## config.mk

```make
export PLATFORM = sky130hd
export DESIGN_NAME = uart_rx_os
export DESIGN_NICKNAME = d
export VERILOG_FILES = /design/src/rtl/uart_rx_os.sv
export SDC_FILE = /design/constraint.sdc
export NUM_CORES = 1
export LEC_CHECK = 0
export ABC_CLOCK_PERIOD_IN_PS = 2100
export CAP_MARGIN = 10
export CORE_ASPECT_RATIO = 1.1
export CORE_UTILIZATION = 40
export CTS_BUF_LIST = sky130_fd_sc_hd__clkbuf_2
export DETAILED_ROUTE_END_ITERATION = 10
export SYNTH_ARGS = -nofsm -noshare
export SYNTH_HDL_FRONTEND = slang
export SYNTH_SLANG_ARGS = --single-unit
```

## constraint.sdc

```tcl
create_clock -name clk -period 2.1 [get_ports clk]
set_input_delay 0.42 -clock clk [delete_from_list [all_inputs] [get_ports clk]]
set_output_delay 0.42 -clock clk [all_outputs]
set_load 0.01 [all_outputs]
```

## src/rtl/uart_rx_os.sv

```systemverilog
// UART receiver: synchronised rxd, start-bit qualification at mid-bit, mid-bit data sampling,
// 5..9 data bits, optional odd/even parity, 1..2 stop bits, single-entry holding register with RTS#.
module uart_rx_os #(
    parameter int unsigned CLK_HZ      = 12_000_000,
    parameter int unsigned BAUD        = 9600,
    parameter int unsigned OVERSAMPLE  = 16,
    parameter int unsigned DATA_BITS   = 8,
    parameter int unsigned PARITY      = 0,
    parameter int unsigned STOP_BITS   = 1,
    parameter int unsigned SYNC_STAGES = 3
) (
    input  logic                 clk,
    input  logic                 resetn,
    input  logic                 rxd,
    output logic [DATA_BITS-1:0] rx_data,
    output logic                 rx_valid,
    input  logic                 rx_ready,
    output logic                 parity_err,
    output logic                 frame_err,
    output logic                 overrun,
    output logic                 rts_n
);

    localparam int unsigned DIV = CLK_HZ / (BAUD * OVERSAMPLE);
    localparam int unsigned PW  = (DIV > 1) ? $clog2(DIV) : 1;
    localparam int unsigned SW  = $clog2(OVERSAMPLE);

    localparam logic [PW-1:0] DIV_LAST  = PW'(DIV - 1);
    localparam logic [SW-1:0] SMP_LAST  = SW'(OVERSAMPLE - 1);
    localparam logic [SW-1:0] SMP_HALF  = SW'(OVERSAMPLE / 2 - 1);
    localparam logic [3:0]    DATA_LAST = 4'(DATA_BITS - 1);
    localparam logic [3:0]    STOP_LAST = 4'(STOP_BITS - 1);
    localparam logic          ODD_MODE  = (PARITY == 1);

    generate
        if (OVERSAMPLE < 4 || (OVERSAMPLE % 2) != 0 || DATA_BITS < 5 || DATA_BITS > 9 ||
            PARITY > 2 || STOP_BITS < 1 || STOP_BITS > 2 || SYNC_STAGES < 2 ||
            BAUD == 0 || DIV < 1) begin : g_bad_param
            $error("uart_rx_os: illegal parameter value");
        end
    endgenerate

    typedef enum logic [2:0] {
        S_IDLE,
        S_START,
        S_DATA,
        S_PARITY,
        S_STOP,
        S_WAIT_HIGH
    } state_e;

    state_e                 state_q, state_d;
    logic [SYNC_STAGES-1:0] sync_q, sync_d;
    logic [PW-1:0]          pre_q, pre_d;
    logic [SW-1:0]          smp_q, smp_d;
    logic [3:0]             bit_q, bit_d;
    logic [DATA_BITS-1:0]   shift_q, shift_d;
    logic                   perr_q, perr_d;
    logic                   ferr_q, ferr_d;
    logic [DATA_BITS-1:0]   hold_q, hold_d;
    logic                   valid_q, valid_d;
    logic                   hpe_q, hpe_d;
    logic                   hfe_q, hfe_d;
    logic                   ovr_q, ovr_d;
    logic                   rts_n_q, rts_n_d;

    logic rxd_s;
    logic tick;
    logic mid_tick;
    logic bit_tick;
    logic done;
    logic ferr_now;
    logic fire;

    assign rxd_s = sync_q[SYNC_STAGES-1];

    always_comb begin
        sync_d = {sync_q[SYNC_STAGES-2:0], rxd};
    end

    always_comb begin
        tick     = (pre_q == DIV_LAST);
        mid_tick = tick && (smp_q == SMP_HALF);
        bit_tick = tick && (smp_q == SMP_LAST);

        pre_d = (state_q == S_IDLE || tick) ? '0 : pre_q + 1'b1;
        if (tick) begin
            smp_d = (smp_q == SMP_LAST) ? '0 : smp_q + 1'b1;
        end else begin
            smp_d = smp_q;
        end

        state_d  = state_q;
        bit_d    = bit_q;
        shift_d  = shift_q;
        perr_d   = perr_q;
        ferr_d   = ferr_q;
        ferr_now = ferr_q;
        done     = 1'b0;

        case (state_q)
            S_IDLE: begin
                smp_d = '0;
                if (!rxd_s) begin
                    state_d = S_START;
                end
            end
            S_START: begin
                if (mid_tick) begin
                    bit_d  = '0;
                    perr_d = 1'b0;
                    ferr_d = 1'b0;
                    state_d = rxd_s ? S_IDLE : S_DATA;
                end
            end
            S_DATA: begin
                if (bit_tick) begin
                    shift_d = {rxd_s, shift_q[DATA_BITS-1:1]};
                    if (bit_q == DATA_LAST) begin
                        bit_d   = '0;
                        state_d = (PARITY != 0) ? S_PARITY : S_STOP;
                    end else begin
                        bit_d = bit_q + 1'b1;
                    end
                end
            end
            S_PARITY: begin
                // Error when the data+parity ones-count parity disagrees with the mode.
                if (bit_tick) begin
                    perr_d  = (^shift_q) ^ rxd_s ^ ODD_MODE;
                    state_d = S_STOP;
                end
            end
            S_STOP: begin
                if (bit_tick) begin
                    ferr_now = ferr_q | ~rxd_s;
                    ferr_d   = ferr_now;
                    if (bit_q == STOP_LAST) begin
                        bit_d   = '0;
                        done    = 1'b1;
                        state_d = ferr_now ? S_WAIT_HIGH : S_IDLE;
                    end else begin
                        bit_d = bit_q + 1'b1;
                    end
                end
            end
            S_WAIT_HIGH: begin
                if (rxd_s) begin
                    state_d = S_IDLE;
                end
            end
            default: begin
                state_d = S_IDLE;
            end
        endcase

        if (state_d != state_q) begin
            smp_d = '0;
        end
    end

    always_comb begin
        fire    = valid_q && rx_ready;
        valid_d = valid_q;
        hold_d  = hold_q;
        hpe_d   = hpe_q;
        hfe_d   = hfe_q;
        ovr_d   = 1'b0;

        if (done) begin
            if (!valid_q || fire) begin
                valid_d = 1'b1;
                hold_d  = shift_q;
                hpe_d   = perr_q;
                hfe_d   = ferr_now;
            end else begin
                ovr_d = 1'b1;
            end
        end else if (fire) begin
            valid_d = 1'b0;
        end

        // Registered from the next-state so RTS# lines up with rx_valid every cycle.
        rts_n_d = valid_d;
    end

    always_ff @(posedge clk or negedge resetn) begin
        if (!resetn) begin
            state_q <= S_IDLE;
            sync_q  <= '1;
            pre_q   <= '0;
            smp_q   <= '0;
            bit_q   <= '0;
            shift_q <= '0;
            perr_q  <= 1'b0;
            ferr_q  <= 1'b0;
            hold_q  <= '0;
            valid_q <= 1'b0;
            hpe_q   <= 1'b0;
            hfe_q   <= 1'b0;
            ovr_q   <= 1'b0;
            rts_n_q <= 1'b1;
        end else begin
            state_q <= state_d;
            sync_q  <= sync_d;
            pre_q   <= pre_d;
            smp_q   <= smp_d;
            bit_q   <= bit_d;
            shift_q <= shift_d;
            perr_q  <= perr_d;
            ferr_q  <= ferr_d;
            hold_q  <= hold_d;
            valid_q <= valid_d;
            hpe_q   <= hpe_d;
            hfe_q   <= hfe_d;
            ovr_q   <= ovr_d;
            rts_n_q <= rts_n_d;
        end
    end

    assign rx_data    = hold_q;
    assign rx_valid   = valid_q;
    assign parity_err = hpe_q;
    assign frame_err  = hfe_q;
    assign overrun    = ovr_q;
    assign rts_n      = rts_n_q;

endmodule

```

After elaboration in Yosys (flattened, before gate mapping) --
Cells that the tools add are included.
Storage, ports and cells: bits in registers 44, input bits 4, output and inout port bits 13, logic and storage cells 88
Operators by class: $add $sub $neg 3, equality and inequality tests 14, multiplexer cells 36, bitwise logic cells 3, reductions and logical operators 18
Operator list (number):
- 4-bit two-way mux | 9
- 3-bit two-way mux | 9
- 3-bit one-hot mux with 6 select lines | 1
- 1-bit two-way mux | 12
- 4-bit one-hot mux with 3 select lines | 1
- 4-bit by 1-bit adder with 4-bit output, second input constant | 2
- 4-bit by 3-bit == test with 1-bit output, second input constant | 2
- 2-bit != test, second input constant | 4
- 8-bit XOR reduction | 1
- 7-bit by 1-bit adder with 7-bit output, second input constant | 1
- 7-bit == test, second input constant | 1
- 7-bit two-way mux | 1
- 3-bit by 2-bit == test with 1-bit output, second input constant | 2
- 3-bit == test, second input constant | 2
- 2-bit AND reduction | 3
- 3-bit nonzero test | 2
- 4-bit == test, second input constant | 1
- 4-bit zero test | 1
- 1-bit one-hot mux with 2 select lines | 2
- 4-bit AND reduction | 1
- 2-bit nonzero test | 2
- 3-bit by 1-bit == test with 1-bit output, second input constant | 1
- 1-bit logical AND | 3
- 3-bit zero test | 1
- 8 further kinds | 9

Longest topological paths before layout --
depth after elaboration 8, mapped depth 7, gate-level depth less buffers 7

Worst setup path before layout --
OpenSTA, ideal clock, no wires.
path kind register -> register, start point register pre_q[1], end point register hfe_q (netlist: frame_err), setup time 0.125 ns, arrival 1.640 ns, required time 1.975 ns, slack 0.336 ns, stages on the path, launching flop included 7, buffers on the path 0, clock period less this slack 1.764 ns, cells stage by stage dfrtp_1 > inv_1 > ha_1 > nand4bb_4 > nor4b_4 > nand3_4 > mux2_2
Between the ends: cells in the longest elaborated chain, start to end 5, elaborated cells on any way between the ends 7, those cells by class eq/ne: 1; mux: 4; reduce/logical: 2
RTL lines:
- start, declared | line 54 | logic [PW-1:0] pre_q, pre_d;
- start signal, assigned | line 206 | pre_q <= pre_d;
- 7-bit == test (*) | line 82 | tick = (pre_q == DIV_LAST);
- 1-bit logical AND (*) | line 84 | bit_tick = tick && (smp_q == SMP_LAST);
- 1-bit two-way mux | line 135 | if (bit_tick) begin
- 1-bit two-way mux | line 101 | case (state_q)
- 2-bit AND reduction (no line)
- end signal, assigned | line 200 | hfe_q <= 1'b0;
- end signal, assigned | line 215 | hfe_q <= hfe_d;
- end, declared | line 63 | logic hfe_q, hfe_d;
Mark *: on every way between the ends. The rest lies on a longest branch, timed or not. A chain may end at the register's enable or synchronous reset.

Worst setup path after layout --
start point register pre_q[1], end point register hold_q[3] (netlist: rx_data[3])
Between the ends: cells in the longest elaborated chain, start to end 5
RTL lines:
- 7-bit == test | line 82
- 1-bit logical AND | line 84
- 1-bit two-way mux | line 135
- 1-bit two-way mux | line 101
- 2-bit AND reduction (no line)
- end signal, assigned | line 212 | hold_q <= hold_d;
- end, declared | line 60 | logic [DATA_BITS-1:0] hold_q, hold_d;
No other way between the ends.

==> impl_metrics.tcl <==
set metrics [dict create \
    status "complete, no violations" \
    fin_nets 237 \
    vias 1510 \
    grt_max_degree 21 \
    synth-seq-area-share_pct 50.2 \
    n_fill_cell 488 \
    cp.arrival_ps 2230 \
    yosysMostFrequentCell "dfrtp_1" \
    drc 0 \
    drive_gt1_share_pct 21.4 \
    critPathMaxFanout 10 \
    place_congestion 0.799 \
    syn_area_mm2 0.00220 \
    area_delta_synth_final_pct 15.2 \
    fin_crit_ps 1920 \
    port-buffer-count 16 \
    grt_antenna_before_repair 0 \
    netlist.area_leader.share_pct 45.4 \
    drt_wl_total_um 4010 \
    maxCapViolations 0 \
    grt_overflow_total 0 \
    utilization_pct 49.1 \
    reg2reg_depth 6 \
    ys_top_cells_by_count "dfrtp_1 (40), nand2_1 (21), mux2_2 (18)" \
    cts.sinks 44 \
    fp-row-count 27 \
    syn_nets 208 \
    grt_pass1_wl_um 6970 \
    die_area_mm2 0.00581 \
    drt_iter0_markers 74 \
    slew_headroom_pct 67.6 \
    instances_no_fill 301 \
    grt_util_all_layers_pct 16.0 \
    clock-root-buffer "clkbuf_2" \
    first_pass_iters 4 \
    initial_core_util_pct 42.6 \
    postSynth.asyncResetShare_pct 100 \
    leakage_nw 1.15 \
    syn_area_per_cell_um2 11.1 \
    fp.dieW_um 72.8 \
    worstSetupStartpointType "register" \
    rsz0062_at_grt "false" \
    synth-main-ff-cell "dfrtp_1" \
    finClkSkew_ps 25.4 \
    end_kind "register" \
    tightest_slew_ps 483 \
    cp.required_ps 2410 \
    seq_area_mm2 0.00111 \
    io_pins 17 \
    path_clk_slew_ps 210 \
    clockBufferDepth 2 \
    htree_levels 2 \
    ir_drop_mv 0.396 \
    crit_start "pre_q[1]$_DFF_PN0_" \
    cts_tree "built" \
    fin_tns_setup_ps 0 \
    synth_edf_count 0 \
    crit_end "rx_data[3]$_DFFE_PN0P_" \
    insertedDiodeCount 0 \
    worstReg2RegStart "pre_q[1]$_DFF_PN0_" \
    power.density_mw_per_mm2 493 \
    core_area_mm2 0.00517 \
    finalHoldViolCount 0 \
    synth_cell_types 43 \
    cts_made_buffers 5 \
    period_share_pct 91.3 \
    fmax_ghz 0.522 \
    multi_input_area_mm2 0.00104 \
    slew_violations 0 \
    wire_per_inst_um 13.3 \
    setup_viol 0 \
    synthCells 199 \
    yosysWarnings 0 \
    clk_latency_ps 410 \
    yosys.area.top_type "dfrtp_1" \
    viasPerCell 5.02 \
    antenna_left 0 \
    hold_class "reg -> reg" \
    grt_pass1_vias 1447 \
    dp_hpwl_um 2890 \
    ys_top_cells_by_area "dfrtp_1 (45%), mux2_2 (9.2%), dfstp_2 (4.8%)" \
    reg2reg_slack_ps 180 \
    crit_type "reg -> reg" \
    dp_cells 292 \
    die_h_um 79.8 \
    ys_ff_latch 44 \
    r2r_end "rx_data[3]$_DFFE_PN0P_" \
]
-- cells by family after synthesis --
family,share of synthesized area [%]
compound gates,9.54
xor+xnor,5.57
fa+ha+maj,2.84
buf+inv,2.61
flops,50.2
mux,9.20
simple gates,20.0
-- worst max-delay path, stage by stage, from the launching register on --
cell,delay (ps)
dfrtp_1,460
inv_1,60
ha_1,180
nand4bb_4,170
nor4b_4,410
nand3_4,230
mux2_2,320
-- cell usage in the layout, fill, tap and decap left out, types with 3 or more instances in the layout --
cell type	n
ha_1	5
nand3b_1	3
nand2_1	21
nand2b_1	3
clkdlybuf4s50_1	15
a21oi_1	9
nor2_1	17
mux2_2	18
buf_4	9
clkbuf_2	5
dfstp_2	4
o21ai_0	10
xor2_1	6
nand4_1	4
xnor2_1	8
inv_1	7
nor3_1	4
dfrtp_1	40
nand3_1	7
-- per-stage QoR --
step / instance area [um2] / setup WS, ps / hold slack (ps) / power (mW)
after CTS: 2540 / 163 / 374 / 1.27
after floorplan: 2200 / 336 / 124 / 0.875
after global routing: 2540 / 0.678 / 339 / 1.31
after detailed placement: 2480 / 188 / 348 / 0.902
after global placement: 2480 / 224 / 346 / 0.901
final: 2540 / 183 / 373 / 1.25
-- power by group --
| group | switching [mW] | leakage [nW] | total [mW] | internal [mW] |
|---|---|---|---|---|
| clock network | 0.283 | 0.0327 | 0.364 | 0.0810 |
| registers | 0.00232 | 0.586 | 0.857 | 0.854 |
| logic | 0.0203 | 0.529 | 0.0302 | 0.00989 |
| total | 0.306 | 1.15 | 1.25 | 0.945 |
-- worst min path at each step --
| stage | start | to | slack (ps) | cells after the start |
|---|---|---|---|---|
| 2_1_floorplan | resetn | bit_q[0]$_DFFE_PN0P_ | 120 | 0 |
| 3_3_place_gp | sync_q[1]$_DFF_PN1_ | sync_q[2]$_DFF_PN1_ | 350 | 0 |
| 3_5_place_dp | sync_q[1]$_DFF_PN1_ | sync_q[2]$_DFF_PN1_ | 350 | 0 |
| 4_1_cts | rxd | sync_q[0]$_DFF_PN1_ | 370 | 1 |
| 5_1_grt | rxd | sync_q[0]$_DFF_PN1_ | 340 | 1 |
| 6_report | sync_q[0]$_DFF_PN1_ | sync_q[1]$_DFF_PN1_ | 370 | 0 |
-- flip-flops by register name, indices dropped and copies added, names as in the netlist --
signal and flops:
smp_q 4, sync_q 3, ferr_q 1, state_q 3
rx_valid 1, parity_err 1, pre_q 7, rx_data 8
overrun 1, bit_q 4, perr_q 1, shift_q 8
frame_err 1, rts_n 1
-- routing by layer --
layer	share of wire [%]	global-route usage (%)
met5	0	0
met4	1.6	5.29
met3	3.1	4.55
met2	45	22.5
met1	50	23.3
-- layout make-up --
type                    count  share of cell area, %
clock buffers               5                  0.986
clock inverters             3                  0.739
inverters                   7                   1.03
multi-input cells         144                   41.0
flip-flops and latches     44                   43.6
well taps                  72                   3.55
repair buffers             26                   9.17
-- timing repair --
action / in CTS / in global routing
endpoints found under the hold margin: 15 / 0
buffers inserted: 0 / 0
hold buffers: 1 / 0
resized for setup: 0 / 0
(Power assumes the default switching activity.)
